### src/rtl/mem_req_gen_pkg.sv
// Shared encodings for the memory request generator: target channel codes,
// per-channel transmit FSM states and the coverage tuple packing helper.
package mem_req_gen_pkg;

    // Host request target encodings.
    typedef enum logic [1:0] {
        TGT_SDRAM = 2'd0,
        TGT_FLASH = 2'd1,
        TGT_ROM   = 2'd2,
        TGT_INV   = 2'd3
    } tgt_e;

    // Per-channel transmit FSM states.
    typedef enum logic [1:0] {
        IDLE  = 2'd0,
        BEAT0 = 2'd1,
        BEAT1 = 2'd2,
        GAP   = 2'd3
    } chan_state_e;

    localparam int WORD_W    = 4;
    localparam int COV_W     = 9;
    localparam int COV_SUM_W = 6;
    localparam int TUPLE_W   = 6;
    localparam int COVMAP_N  = 1 << TUPLE_W;

    // Packs the three channel states into the coverage tuple {flash, sdram, rom}.
    function automatic logic [TUPLE_W-1:0] state_tuple(input chan_state_e st_flash,
                                                      input chan_state_e st_sdram,
                                                      input chan_state_e st_rom);
        return {st_flash, st_sdram, st_rom};
    endfunction

endpackage

### src/rtl/mem_req_gen_if.sv
// Host request bus plus the three per-channel two-beat transmit links.
// master = host/receiver side, slave = the request generator.
interface mem_req_gen_if;
    logic       req_valid;
    logic [1:0] req_target;
    logic [3:0] req_data;
    logic       req_ready;

    logic       sdram_ready;
    logic       sdram_valid;
    logic [1:0] sdram_data_o;

    logic       flash_ready;
    logic       flash_valid;
    logic [3:0] flash_data_o;

    logic       rom_ready;
    logic       rom_valid;
    logic       rom_data_o;

    modport master (
        output req_valid, req_target, req_data,
        input  req_ready,
        output sdram_ready, flash_ready, rom_ready,
        input  sdram_valid, sdram_data_o,
        input  flash_valid, flash_data_o,
        input  rom_valid, rom_data_o
    );

    modport slave (
        input  req_valid, req_target, req_data,
        output req_ready,
        input  sdram_ready, flash_ready, rom_ready,
        output sdram_valid, sdram_data_o,
        output flash_valid, flash_data_o,
        output rom_valid, rom_data_o
    );
endinterface

### src/rtl/mem_req_gen_tx_chan.sv
// One transmit channel: one-entry word buffer, frame register and the
// IDLE -> BEAT0 -> BEAT1 -> GAP framing FSM. Beat slicing is left to the top.
module mem_tx_chan
    import mem_req_gen_pkg::*;
(
    input  logic              clock,
    input  logic              reset,
    input  logic              wr_en_i,
    input  logic [WORD_W-1:0] wr_data_i,
    input  logic              ch_ready_i,
    output logic              buf_full_o,
    output chan_state_e       state_o,
    output logic              valid_o,
    output logic [WORD_W-1:0] frm_data_o
);

    chan_state_e       state_q;
    logic              buf_full_q;
    logic [WORD_W-1:0] buf_data_q;
    logic [WORD_W-1:0] frm_data_q;

    // Buffer fill and framing FSM; a started frame always runs to GAP,
    // only reset aborts it. Fill only happens when empty and launch only
    // when full, so both never hit the same edge.
    always_ff @(posedge clock) begin
        if (reset) begin
            state_q    <= IDLE;
            buf_full_q <= 1'b0;
            buf_data_q <= '0;
            frm_data_q <= '0;
        end else begin
            if (wr_en_i) begin
                buf_full_q <= 1'b1;
                buf_data_q <= wr_data_i;
            end
            case (state_q)
                IDLE: begin
                    if (buf_full_q && ch_ready_i) begin
                        state_q    <= BEAT0;
                        frm_data_q <= buf_data_q;
                        buf_full_q <= 1'b0;
                    end
                end
                BEAT0:   state_q <= BEAT1;
                BEAT1:   state_q <= GAP;
                GAP:     state_q <= IDLE;
                default: state_q <= IDLE;
            endcase
        end
    end

    assign buf_full_o = buf_full_q;
    assign state_o    = state_q;
    assign valid_o    = (state_q == BEAT0) || (state_q == BEAT1);
    assign frm_data_o = frm_data_q;

endmodule

### src/rtl/saturating_counter.sv
// Up-counter that sticks at all-ones; with WIDTH=1 it is a sticky hit flag.
module saturating_counter #(
    parameter int WIDTH = 1
) (
    input  logic             clock,
    input  logic             clr_i,
    input  logic             inc_i,
    output logic [WIDTH-1:0] count_o
);

    logic [WIDTH-1:0] count_q;

    // Count increments until all-ones, clear has priority.
    always_ff @(posedge clock) begin
        if (clr_i) begin
            count_q <= '0;
        end else if (inc_i && (count_q != {WIDTH{1'b1}})) begin
            count_q <= count_q + WIDTH'(1);
        end
    end

    assign count_o = count_q;

endmodule

### src/rtl/mem_req_gen.sv
// Memory request generator top: routes host requests to the sdram, flash and
// rom transmit channels, slices frames into beats, counts dropped requests and
// produces toggle and state-tuple coverage.
module mem_req_gen
    import mem_req_gen_pkg::*;
#(
    parameter int DROP_W = 4
) (
    input  logic                 clock,
    input  logic                 reset,
    input  logic                 meta_reset,
    mem_req_gen_if.slave         bus,
    output logic [DROP_W-1:0]    drop_count,
    output logic [COV_W-1:0]     coverage,
    output logic [COV_SUM_W-1:0] io_cov_sum
);

    tgt_e              tgt;
    logic              accept;
    logic              wr_sdram, wr_flash, wr_rom;
    logic              drop_inc;

    logic              full_sdram, full_flash, full_rom;
    chan_state_e       st_sdram, st_flash, st_rom;
    logic              vld_sdram, vld_flash, vld_rom;
    logic [WORD_W-1:0] frm_sdram, frm_flash, frm_rom;

    assign tgt = tgt_e'(bus.req_target);

    // Ready reflects the addressed buffer; invalid targets are always taken.
    always_comb begin
        bus.req_ready = 1'b1;
        case (tgt)
            TGT_SDRAM: bus.req_ready = !full_sdram;
            TGT_FLASH: bus.req_ready = !full_flash;
            TGT_ROM:   bus.req_ready = !full_rom;
            default:   bus.req_ready = 1'b1;
        endcase
    end

    assign accept   = bus.req_valid && bus.req_ready;
    assign wr_sdram = accept && (tgt == TGT_SDRAM);
    assign wr_flash = accept && (tgt == TGT_FLASH);
    assign wr_rom   = accept && (tgt == TGT_ROM);
    assign drop_inc = accept && (tgt == TGT_INV);

    mem_tx_chan u_sdram (
        .clock      (clock),
        .reset      (reset),
        .wr_en_i    (wr_sdram),
        .wr_data_i  (bus.req_data),
        .ch_ready_i (bus.sdram_ready),
        .buf_full_o (full_sdram),
        .state_o    (st_sdram),
        .valid_o    (vld_sdram),
        .frm_data_o (frm_sdram)
    );

    mem_tx_chan u_flash (
        .clock      (clock),
        .reset      (reset),
        .wr_en_i    (wr_flash),
        .wr_data_i  (bus.req_data),
        .ch_ready_i (bus.flash_ready),
        .buf_full_o (full_flash),
        .state_o    (st_flash),
        .valid_o    (vld_flash),
        .frm_data_o (frm_flash)
    );

    mem_tx_chan u_rom (
        .clock      (clock),
        .reset      (reset),
        .wr_en_i    (wr_rom),
        .wr_data_i  (bus.req_data),
        .ch_ready_i (bus.rom_ready),
        .buf_full_o (full_rom),
        .state_o    (st_rom),
        .valid_o    (vld_rom),
        .frm_data_o (frm_rom)
    );

    assign bus.sdram_valid = vld_sdram;
    assign bus.flash_valid = vld_flash;
    assign bus.rom_valid   = vld_rom;

    // Beat slicing: sdram sends low then high pair, flash repeats the word,
    // rom sends bit0 then bit1; data is forced to zero outside valid beats.
    always_comb begin
        bus.sdram_data_o = 2'b00;
        bus.flash_data_o = 4'h0;
        bus.rom_data_o   = 1'b0;
        case (st_sdram)
            BEAT0:   bus.sdram_data_o = frm_sdram[1:0];
            BEAT1:   bus.sdram_data_o = frm_sdram[3:2];
            default: bus.sdram_data_o = 2'b00;
        endcase
        if (vld_flash) begin
            bus.flash_data_o = frm_flash;
        end
        case (st_rom)
            BEAT0:   bus.rom_data_o = frm_rom[0];
            BEAT1:   bus.rom_data_o = frm_rom[1];
            default: bus.rom_data_o = 1'b0;
        endcase
    end

    saturating_counter #(.WIDTH(DROP_W)) u_drop_cnt (
        .clock   (clock),
        .clr_i   (reset),
        .inc_i   (drop_inc),
        .count_o (drop_count)
    );

    // Toggle coverage: each probe has a sticky detector cleared by meta_reset.
    logic [COV_W-1:0] tog_in;
    logic [COV_W-1:0] tog_prev_q;

    assign tog_in = {(st_sdram == IDLE), (st_sdram == BEAT0), bus.sdram_ready,
                     (st_flash == IDLE), (st_flash == BEAT0), bus.flash_ready,
                     (st_rom == IDLE),   (st_rom == BEAT0),   bus.rom_ready};

    // Previous-cycle probe values for edge detection.
    always_ff @(posedge clock) begin
        tog_prev_q <= tog_in;
    end

    for (genvar gi = 0; gi < COV_W; gi++) begin : g_tog
        saturating_counter #(.WIDTH(1)) u_tog (
            .clock   (clock),
            .clr_i   (meta_reset),
            .inc_i   (tog_in[gi] ^ tog_prev_q[gi]),
            .count_o (coverage[gi])
        );
    end

    // State-tuple coverage: only meta_reset clears the map and the sum.
    logic [TUPLE_W-1:0]   reg_state_q;
    logic [COVMAP_N-1:0]  covmap_q,  covmap_d;
    logic [COV_SUM_W-1:0] cov_sum_q, cov_sum_d;

    // Next map and sum when the registered tuple is seen for the first time.
    always_comb begin
        covmap_d  = covmap_q;
        cov_sum_d = cov_sum_q;
        if (!covmap_q[reg_state_q]) begin
            covmap_d[reg_state_q] = 1'b1;
            if (cov_sum_q != {COV_SUM_W{1'b1}}) begin
                cov_sum_d = cov_sum_q + COV_SUM_W'(1);
            end
        end
    end

    // Tuple sampling every cycle, map/sum update with meta_reset priority.
    always_ff @(posedge clock) begin
        reg_state_q <= state_tuple(st_flash, st_sdram, st_rom);
        if (meta_reset) begin
            covmap_q  <= '0;
            cov_sum_q <= '0;
        end else begin
            covmap_q  <= covmap_d;
            cov_sum_q <= cov_sum_d;
        end
    end

    assign io_cov_sum = cov_sum_q;

endmodule

### src/flat_wrapper.sv
// flat-port wrapper written by rule: the top's interface ports become plain ports
module mem_req_gen_flat import mem_req_gen_pkg::*;
#(
    parameter int DROP_W = 4
)
  (clock, reset, meta_reset, drop_count, coverage, io_cov_sum, bus_req_valid, bus_req_target, bus_req_data, bus_req_ready, bus_sdram_ready, bus_flash_ready, bus_rom_ready, bus_sdram_valid, bus_sdram_data_o, bus_flash_valid, bus_flash_data_o, bus_rom_valid, bus_rom_data_o);
  mem_req_gen_if bus_i ();
  input  logic clock;
  input  logic reset;
  input  logic meta_reset;
  output logic [DROP_W-1:0] drop_count;
  output logic [COV_W-1:0] coverage;
  output logic [COV_SUM_W-1:0] io_cov_sum;
  input wire logic [$bits(bus_i.req_valid)-1:0] bus_req_valid;
  input wire logic [$bits(bus_i.req_target)-1:0] bus_req_target;
  input wire logic [$bits(bus_i.req_data)-1:0] bus_req_data;
  output wire logic [$bits(bus_i.req_ready)-1:0] bus_req_ready;
  input wire logic [$bits(bus_i.sdram_ready)-1:0] bus_sdram_ready;
  input wire logic [$bits(bus_i.flash_ready)-1:0] bus_flash_ready;
  input wire logic [$bits(bus_i.rom_ready)-1:0] bus_rom_ready;
  output wire logic [$bits(bus_i.sdram_valid)-1:0] bus_sdram_valid;
  output wire logic [$bits(bus_i.sdram_data_o)-1:0] bus_sdram_data_o;
  output wire logic [$bits(bus_i.flash_valid)-1:0] bus_flash_valid;
  output wire logic [$bits(bus_i.flash_data_o)-1:0] bus_flash_data_o;
  output wire logic [$bits(bus_i.rom_valid)-1:0] bus_rom_valid;
  output wire logic [$bits(bus_i.rom_data_o)-1:0] bus_rom_data_o;
  assign bus_i.req_valid = bus_req_valid;
  assign bus_i.req_target = bus_req_target;
  assign bus_i.req_data = bus_req_data;
  assign bus_req_ready = bus_i.req_ready;
  assign bus_i.sdram_ready = bus_sdram_ready;
  assign bus_i.flash_ready = bus_flash_ready;
  assign bus_i.rom_ready = bus_rom_ready;
  assign bus_sdram_valid = bus_i.sdram_valid;
  assign bus_sdram_data_o = bus_i.sdram_data_o;
  assign bus_flash_valid = bus_i.flash_valid;
  assign bus_flash_data_o = bus_i.flash_data_o;
  assign bus_rom_valid = bus_i.rom_valid;
  assign bus_rom_data_o = bus_i.rom_data_o;
  mem_req_gen #(.DROP_W(DROP_W)) u_core (.clock(clock), .reset(reset), .meta_reset(meta_reset), .bus(bus_i), .drop_count(drop_count), .coverage(coverage), .io_cov_sum(io_cov_sum));
endmodule
### config.mk
export PLATFORM = sky130hd
export DESIGN_NAME = mem_req_gen_flat
export DESIGN_NICKNAME = d
export VERILOG_FILES = /design/src/rtl/mem_req_gen_pkg.sv /design/src/rtl/mem_req_gen_if.sv /design/src/rtl/mem_req_gen_tx_chan.sv /design/src/rtl/saturating_counter.sv /design/src/rtl/mem_req_gen.sv /design/src/flat_wrapper.sv
export SDC_FILE = /design/constraint.sdc
export NUM_CORES = 1
export LEC_CHECK = 0
export BUFFER_PORTS_ARGS = -buffer_cell sky130_fd_sc_hd__buf_2
export CORE_MARGIN = 5
export CORE_UTILIZATION = 59
export DETAILED_ROUTE_END_ITERATION = 10
export PLACE_DENSITY_LB_ADDON = 0.12
export SLEW_MARGIN = 25
export SYNTH_ARGS = -nofsm -noshare
export SYNTH_HDL_FRONTEND = slang
export SYNTH_SLANG_ARGS = --single-unit
### constraint.sdc
create_clock -name clock -period 2.84 [get_ports clock]
set_clock_uncertainty 0.1 [all_clocks]
set_input_delay 0.568 -clock clock [delete_from_list [all_inputs] [get_ports clock]]
set_output_delay 0.568 -clock clock [all_outputs]
set_load 0.05 [all_outputs]
==> impl_metrics.json, run 1 <==
{
  "die_w_um": 105,
  "n_antenna_cell": 0,
  "netlist_area_um2": 5340,
  "die-area_um2": 11000,
  "power_mw": 5.56,
  "start_kind": "flop",
  "status": "finished, final reports clean",
  "ant_nets": 0,
  "start_util_pct": 60.9,
  "instances_no_fill": 731,
  "grt_pass1_vias": 4182,
  "cts_hold_buffers": 0,
  "grt_max_degree": 46,
  "wl_per_cell_um": 16.4,
  "cts-root-buf": "clkbuf_8",
  "via_per_inst": 5.79,
  "fin_crit_ns": 2.65,
  "layout-drive-gt1-share_pct": 19.6,
  "fin_tns_setup_ns": 0,
  "grtUsageTotal_pct": 22.3,
  "maxCapViolations": 0,
  "layout.nets": 634,
  "yosys_most_used_dff": "dfxtp_1",
  "dp_hpwl_mm": 8.35,
  "synth.yosys.seq_area_share_pct": 47.7,
  "synth_edf_count": 0,
  "drt-total-wl_mm": 12.0,
  "port_buffers": 42,
  "async_flop_share_pct": 0,
  "routed-via-count": 4233,
  "syn_avg_cell_area_um2": 9.31,
  "dr.pass1.iters": 5,
  "path_max_fanout": 10,
  "ys_types": 55,
  "finalSetupViolCount": 0,
  "numCtsBuffers": 17,
  "htree_num_levels": 4,
  "drv_slew": 0,
  "clkLatencyLatePin_ns": 0.51,
  "hold_viol_final": 0,
  "coreArea_um2": 8760,
  "tightest_slew_ns": 0.827,
  "cts_setup_buffers": 0,
  "synth_fp_nets": 597,
  "yosys_warnings": 0,
  "cp.arrival_ns": 2.96,
  "area_growth_pct": 16.2,
  "ioPinCount": 43,
  "drc": 0,
  "placed_cells": 699,
  "critical_path_class": "reg -> reg",
  "cts_sinks": 127,
  "slew_headroom_pct": 44.4,
  "grt_first_pass_wirelength_mm": 20.2,
  "grt_remaining_overflow": 0,
  "post-route-period-util_pct": 93.3,
  "leakage_nw": 2.44,
  "holdCritPathClass": "in -> reg",
  "cp.required_ns": 3.15,
  "p_per_area_nw_per_um2": 896,
  "rsz0062_at_grt": "no",
  "gp_congestion": 0.873,
  "synthCells": 573,
  "synth_seq_cells": 127,
  "antenna_found_initial": 0,
  "dieHeight_um": 105,
  "fmax_mhz": 377,
  "clockBufferDepth": 2,
  "rows": 34,
  "cts_tree": "done",
  "cts.clk_slew.worst_paths_ns": 0.06,
  "endpoint_kind": "flop",
  "drt_iter0_drc": 205,
  "peakVddDrop_mv": 0.598
}
==> cells in the mapped netlist (6+ instances only) <==
library cell,number,area [µm²]
dfxtp_1,127,2540
nor2_1,83,312
inv_1,39,146
mux2i_1,29,290
nand2_1,29,109
clkbuf_1,26,97.6
a21oi_1,24,120
o22ai_1,23,144
nand2b_1,18,113
o31ai_1,14,105
nand3_1,13,65.1
a221oi_1,12,105
ha_1,11,138
xor2_1,11,96.3
buf_4,10,75.1
a31oi_1,9,56.3
nor2b_1,9,56.3
and2_1,8,50.1
nor3_1,7,35.0
o22ai_2,7,87.6
buf_2,6,30.0
==> worst max-delay path, cell delays in order (launching register included) <==
cell and delay [ns]:
dfxtp_1 0.35, buf_4 0.18, and2_1 0.20, a221oi_1 0.33
o22a_1 0.21, o22ai_1 0.08, a211o_1 0.41, or2_1 0.42
o31ai_1 0.28
==> where the power goes <==
group          total (mW)  internal, mW  switching (mW)
Combinational        1.44         0.503           0.932
Sequential           2.11          1.96           0.150
Clock                2.01          1.19           0.818
==> state kept, by name, indices dropped and copies added, names as in the netlist <==
signal,flops
u_core.u_flash.frm_data_o,4
u_core.tog_prev_q,9
u_core.io_cov_sum,6
u_core.u_flash.buf_full_o,1
u_core.reg_state_q,6
u_core.u_rom.buf_full_o,1
u_core.u_flash.state_o,2
u_core.u_flash.buf_data_q,4
u_core.covmap_q,64
u_core.u_rom.buf_data_q,2
u_core.u_sdram.frm_data_o,4
u_core.u_sdram.state_o,2
u_core.g_tog.u_tog.count_o,9
u_core.u_rom.state_o,2
u_core.u_rom.frm_data_o,2
u_core.u_sdram.buf_data_q,4
u_core.u_sdram.buf_full_o,1
u_core.u_drop_cnt.count_o,4
==> final timing paths <==
path,slack [ns],from,cells after the start,endpoint
worst max register to register,0.19,u_core.reg_state_q[2],8,u_core.covmap_q[36]
worst min register to register,0.28,u_core.u_sdram.state_o[0],0,u_core.reg_state_q[2]
worst min-delay path,0.12,bus_rom_ready,1,u_core.tog_prev_q[0]
worst max-delay path,0.19,u_core.reg_state_q[2],8,u_core.covmap_q[36]
==> what timing repair did <==
action / CTS / global route
setup endpoints to repair: 16 / 45
hold endpoints to repair: 0 / 0
resized for setup: 1 / 6
==> layer usage <==
| layer | share of wire, % | up-vias | wire length, µm | track usage (%) |
|---|---|---|---|---|
| met5 | 0 | - | 0 | 0 |
| met4 | 2.3 | 0 | 276 | 8.49 |
| met3 | 6.3 | 24 | 753 | 6.29 |
| met2 | 49 | 149 | 5850 | 37.6 |
| met1 | 42 | 1998 | 5080 | 27.0 |
| li1 | - | 2062 | - | - |
==> through the flow <==
stage / hold WS, ns / cell area, µm² / util, % / setup WS, ns
final: 0.122 / 6200 / 70.7 / 0.191
after CTS: 0.109 / 6180 / 70.5 / 0.0321
after detailed placement: 0.267 / 5610 / 64.0 / -0.0314
after global routing: 0.105 / 6200 / 70.7 / 0.00558
after floorplan: 0.255 / 5340 / - / 0.239
after global placement: 0.263 / 5610 / 64.0 / 0.0676
==> layout by cell type, fill, tap and decap left out, drive strengths merged, types with 3 or more instances in the layout <==
| master | synthesis | layout |
|---|---|---|
| a21oi | 24 | 24 |
| a221oi | 12 | 12 |
| a22oi | 5 | 5 |
| a311oi | 6 | 6 |
| a31oi | 9 | 9 |
| and2 | 8 | 8 |
| buf | 18 | 62 |
| clkbuf | 26 | 18 |
| clkinv | 1 | 7 |
| clkinvlp | 0 | 4 |
| dfxtp | 127 | 127 |
| ha | 11 | 11 |
| inv | 39 | 42 |
| mux2 | 6 | 6 |
| mux2i | 29 | 29 |
| mux4 | 4 | 4 |
| nand2 | 29 | 29 |
| nand2b | 18 | 18 |
| nand3 | 13 | 13 |
| nor2 | 83 | 83 |
| nor2b | 9 | 9 |
| nor3 | 7 | 7 |
| nor4 | 3 | 3 |
| o22ai | 30 | 30 |
| o31ai | 14 | 14 |
| or2 | 3 | 3 |
| xor2 | 11 | 11 |
==> cell families after synthesis <==
group	count (synthesis)	share of synthesized area [%]
AND/OR/NAND/NOR	186	16.6
AO/OA/AOI/OAI	114	15.9
multiplexers	39	8.40
buffers and inverters	84	6.89
flip-flops	127	47.7
adder cells (fa/ha/maj)	11	2.58
XOR/XNOR	12	1.97
==> area by class of cell <==
class                   count  area (µm²)
fillers                   690        2560
flip-flops and latches    127        2550
multi-input cells         362        2440
clock buffers              18         428
repair buffers             62         360
inverters                  40         150
well taps                 108         135
clock inverters            14         134
Power figures use the tool's default switching activity.
==> run 2, diff against run 1 <==
clock period = 2.45 ns   (was 2.84 ns; I/O delays follow)
==> run 2 against run 1 <==
Effect of this change:
- the run now ends with negative setup slack left
- clock power grew 12%
- non-clock buffer count grew 25
- maximum frequency increased by 4.6%
- register-to-register slack worse by 0.27 ns
- critical path type unchanged
- largest cell class is now multi-input combinational cells
==> impl_metrics.json, run 2 (synthesis results as in run 1) <==
{
  "status": "finished, violations left",
  "violations": "negative setup slack",
  "cts.clk_slew.worst_paths_ns": 0.06,
  "cts_hold_buffers": 0,
  "whs_ns": 0.0269,
  "postLayoutCoreUtil_pct": 75.6,
  "finalSetupViolCount": 24,
  "gp_congestion": 0.840,
  "n_antenna_cell": 0,
  "wl_per_cell_um": 17.1,
  "endpoint_kind": "flop",
  "start_util_pct": 60.9,
  "holdCritPathClass": "in -> reg",
  "tightest_slew_ns": 0.721,
  "leakage_nw": 2.65,
  "area_growth_pct": 24.2,
  "dieHeight_um": 105,
  "start_kind": "flop",
  "clockBufferDepth": 2,
  "p_per_area_nw_per_um2": 1030,
  "post-route-period-util_pct": 103,
  "slew_headroom_pct": 51.2,
  "peakVddDrop_mv": 0.684,
  "htree_num_levels": 4,
  "cts-root-buf": "clkbuf_8",
  "cp.arrival_ns": 2.84,
  "layout.nets": 660,
  "cts_tree": "done",
  "clkLatencyLatePin_ns": 0.52,
  "die_w_um": 105,
  "maxCapViolations": 0,
  "cts_sinks": 127,
  "drv_slew": 0,
  "clock_power_share_pct": 33.1,
  "dr.pass1.iters": 6,
  "mostFrequentLayoutCells": "124 x dfxtp_1, 82 x nor2_1, 39 x inv_1",
  "cp.required_ns": 2.76,
  "drt-total-wl_mm": 12.9,
  "die-area_um2": 11000,
  "grt_first_pass_wirelength_mm": 20.7,
  "numCtsBuffers": 17,
  "largest_register_ffs": 64,
  "coreArea_um2": 8760,
  "dp_hpwl_mm": 8.20,
  "drc": 0,
  "hold_viol_final": 0,
  "critical_path_class": "reg -> reg",
  "placed_cells": 716,
  "p_int_mw": 4.43,
  "layout-drive-gt1-share_pct": 27.8,
  "combPwrFrac_pct": 30.5,
  "grt_max_degree": 46,
  "grt_pass1_vias": 4316,
  "rsz0062_at_grt": "yes",
  "seqPwrFrac_pct": 36.4,
  "swShare_pct": 34.8,
  "layout_setup_ws_ns": -0.0825,
  "grtUsageTotal_pct": 22.7,
  "antenna_found_initial": 0,
  "drt_iter0_drc": 419,
  "instances_no_fill": 756,
  "ioPinCount": 43,
  "fin_crit_ns": 2.53,
  "grt_remaining_overflow": 0,
  "ant_nets": 0,
  "path_max_fanout": 6,
  "rows": 34,
  "routed-via-count": 4481,
  "p_sw_mw": 2.37,
  "fmax_mhz": 395,
  "port_buffers": 42,
  "regMostFlops": "u_core.covmap_q",
  "via_per_inst": 5.93,
  "final_common_cell": "dfxtp_1"
}
## run 2: timing repair
action / 4_1_cts / 5_1_grt
endpoints found under the setup margin: 62 / 66
buffers inserted: 2 / 6
resized for setup: 17 / 44
pin swaps: 4 / 13
cloned: 1 / 0
## run 2: area by class of cell
cell class / instances / area [µm²]
Multi-Input combinational cell: 363 / 2660
Sequential cell: 127 / 2550
Inverter: 40 / 150
Clock buffer: 20 / 455
Tap cell: 108 / 135
Clock inverter: 11 / 85.1
Fill cell: 599 / 2130
Timing Repair Buffer: 87 / 597
## run 2: through the flow
step | power (mW) | setup TNS, ns | worst slack [ns] | cell area, µm²
finish | 6.80 | -0.645 | -0.0825 | 6630
global route | 7.09 | -2.87 | -0.132 | 6630
CTS | 6.59 | -0.726 | -0.0659 | 6390
detailed placement | 4.26 | -8.55 | -0.274 | 5750
global placement | 4.21 | -7.41 | -0.236 | 5750
floorplan | 3.77 | -0.0392 | -0.0392 | 5340
## run 2: final timing paths
path | from | slack (ns) | end | depth (start not counted)
hold reg to reg | u_core.u_rom.state_o[0] | 0.26 | u_core.reg_state_q[0] | 0
setup / recovery | u_core.reg_state_q[0] | -0.08 | u_core.io_cov_sum[0] | 8
hold / removal | bus_rom_ready | 0.03 | u_core.tog_prev_q[0] | 1
setup reg to reg | u_core.reg_state_q[0] | -0.08 | u_core.io_cov_sum[0] | 8
## run 2: worst max-delay path, stage by stage (launching register included)
cell      delay (ns)
dfxtp_4         0.38
buf_6           0.14
nor2b_1         0.16
a221oi_2        0.29
o22a_1          0.24
o22ai_2         0.11
a211o_4         0.32
a311oi_2        0.31
mux2_1          0.36
## run 2: metal layers
layer | GRT usage [%] | up-vias | wire [µm]
li1 | - | 2126 | -
met1 | 28.0 | 2139 | 5400
met2 | 37.4 | 182 | 6170
met3 | 6.35 | 34 | 1010
met4 | 9.59 | 0 | 328
met5 | 0 | - | 0
## run 2: power groups by stage
stage / combinational [mW] / clock (mW) / sequential, mW
after floorplan: 1.30 / 0 / 2.47
after global placement: 1.72 / 0 / 2.49
after detailed placement: 1.76 / 0 / 2.50
after CTS: 1.84 / 2.28 / 2.46
after global routing: 2.21 / 2.39 / 2.49
final: 2.08 / 2.25 / 2.47
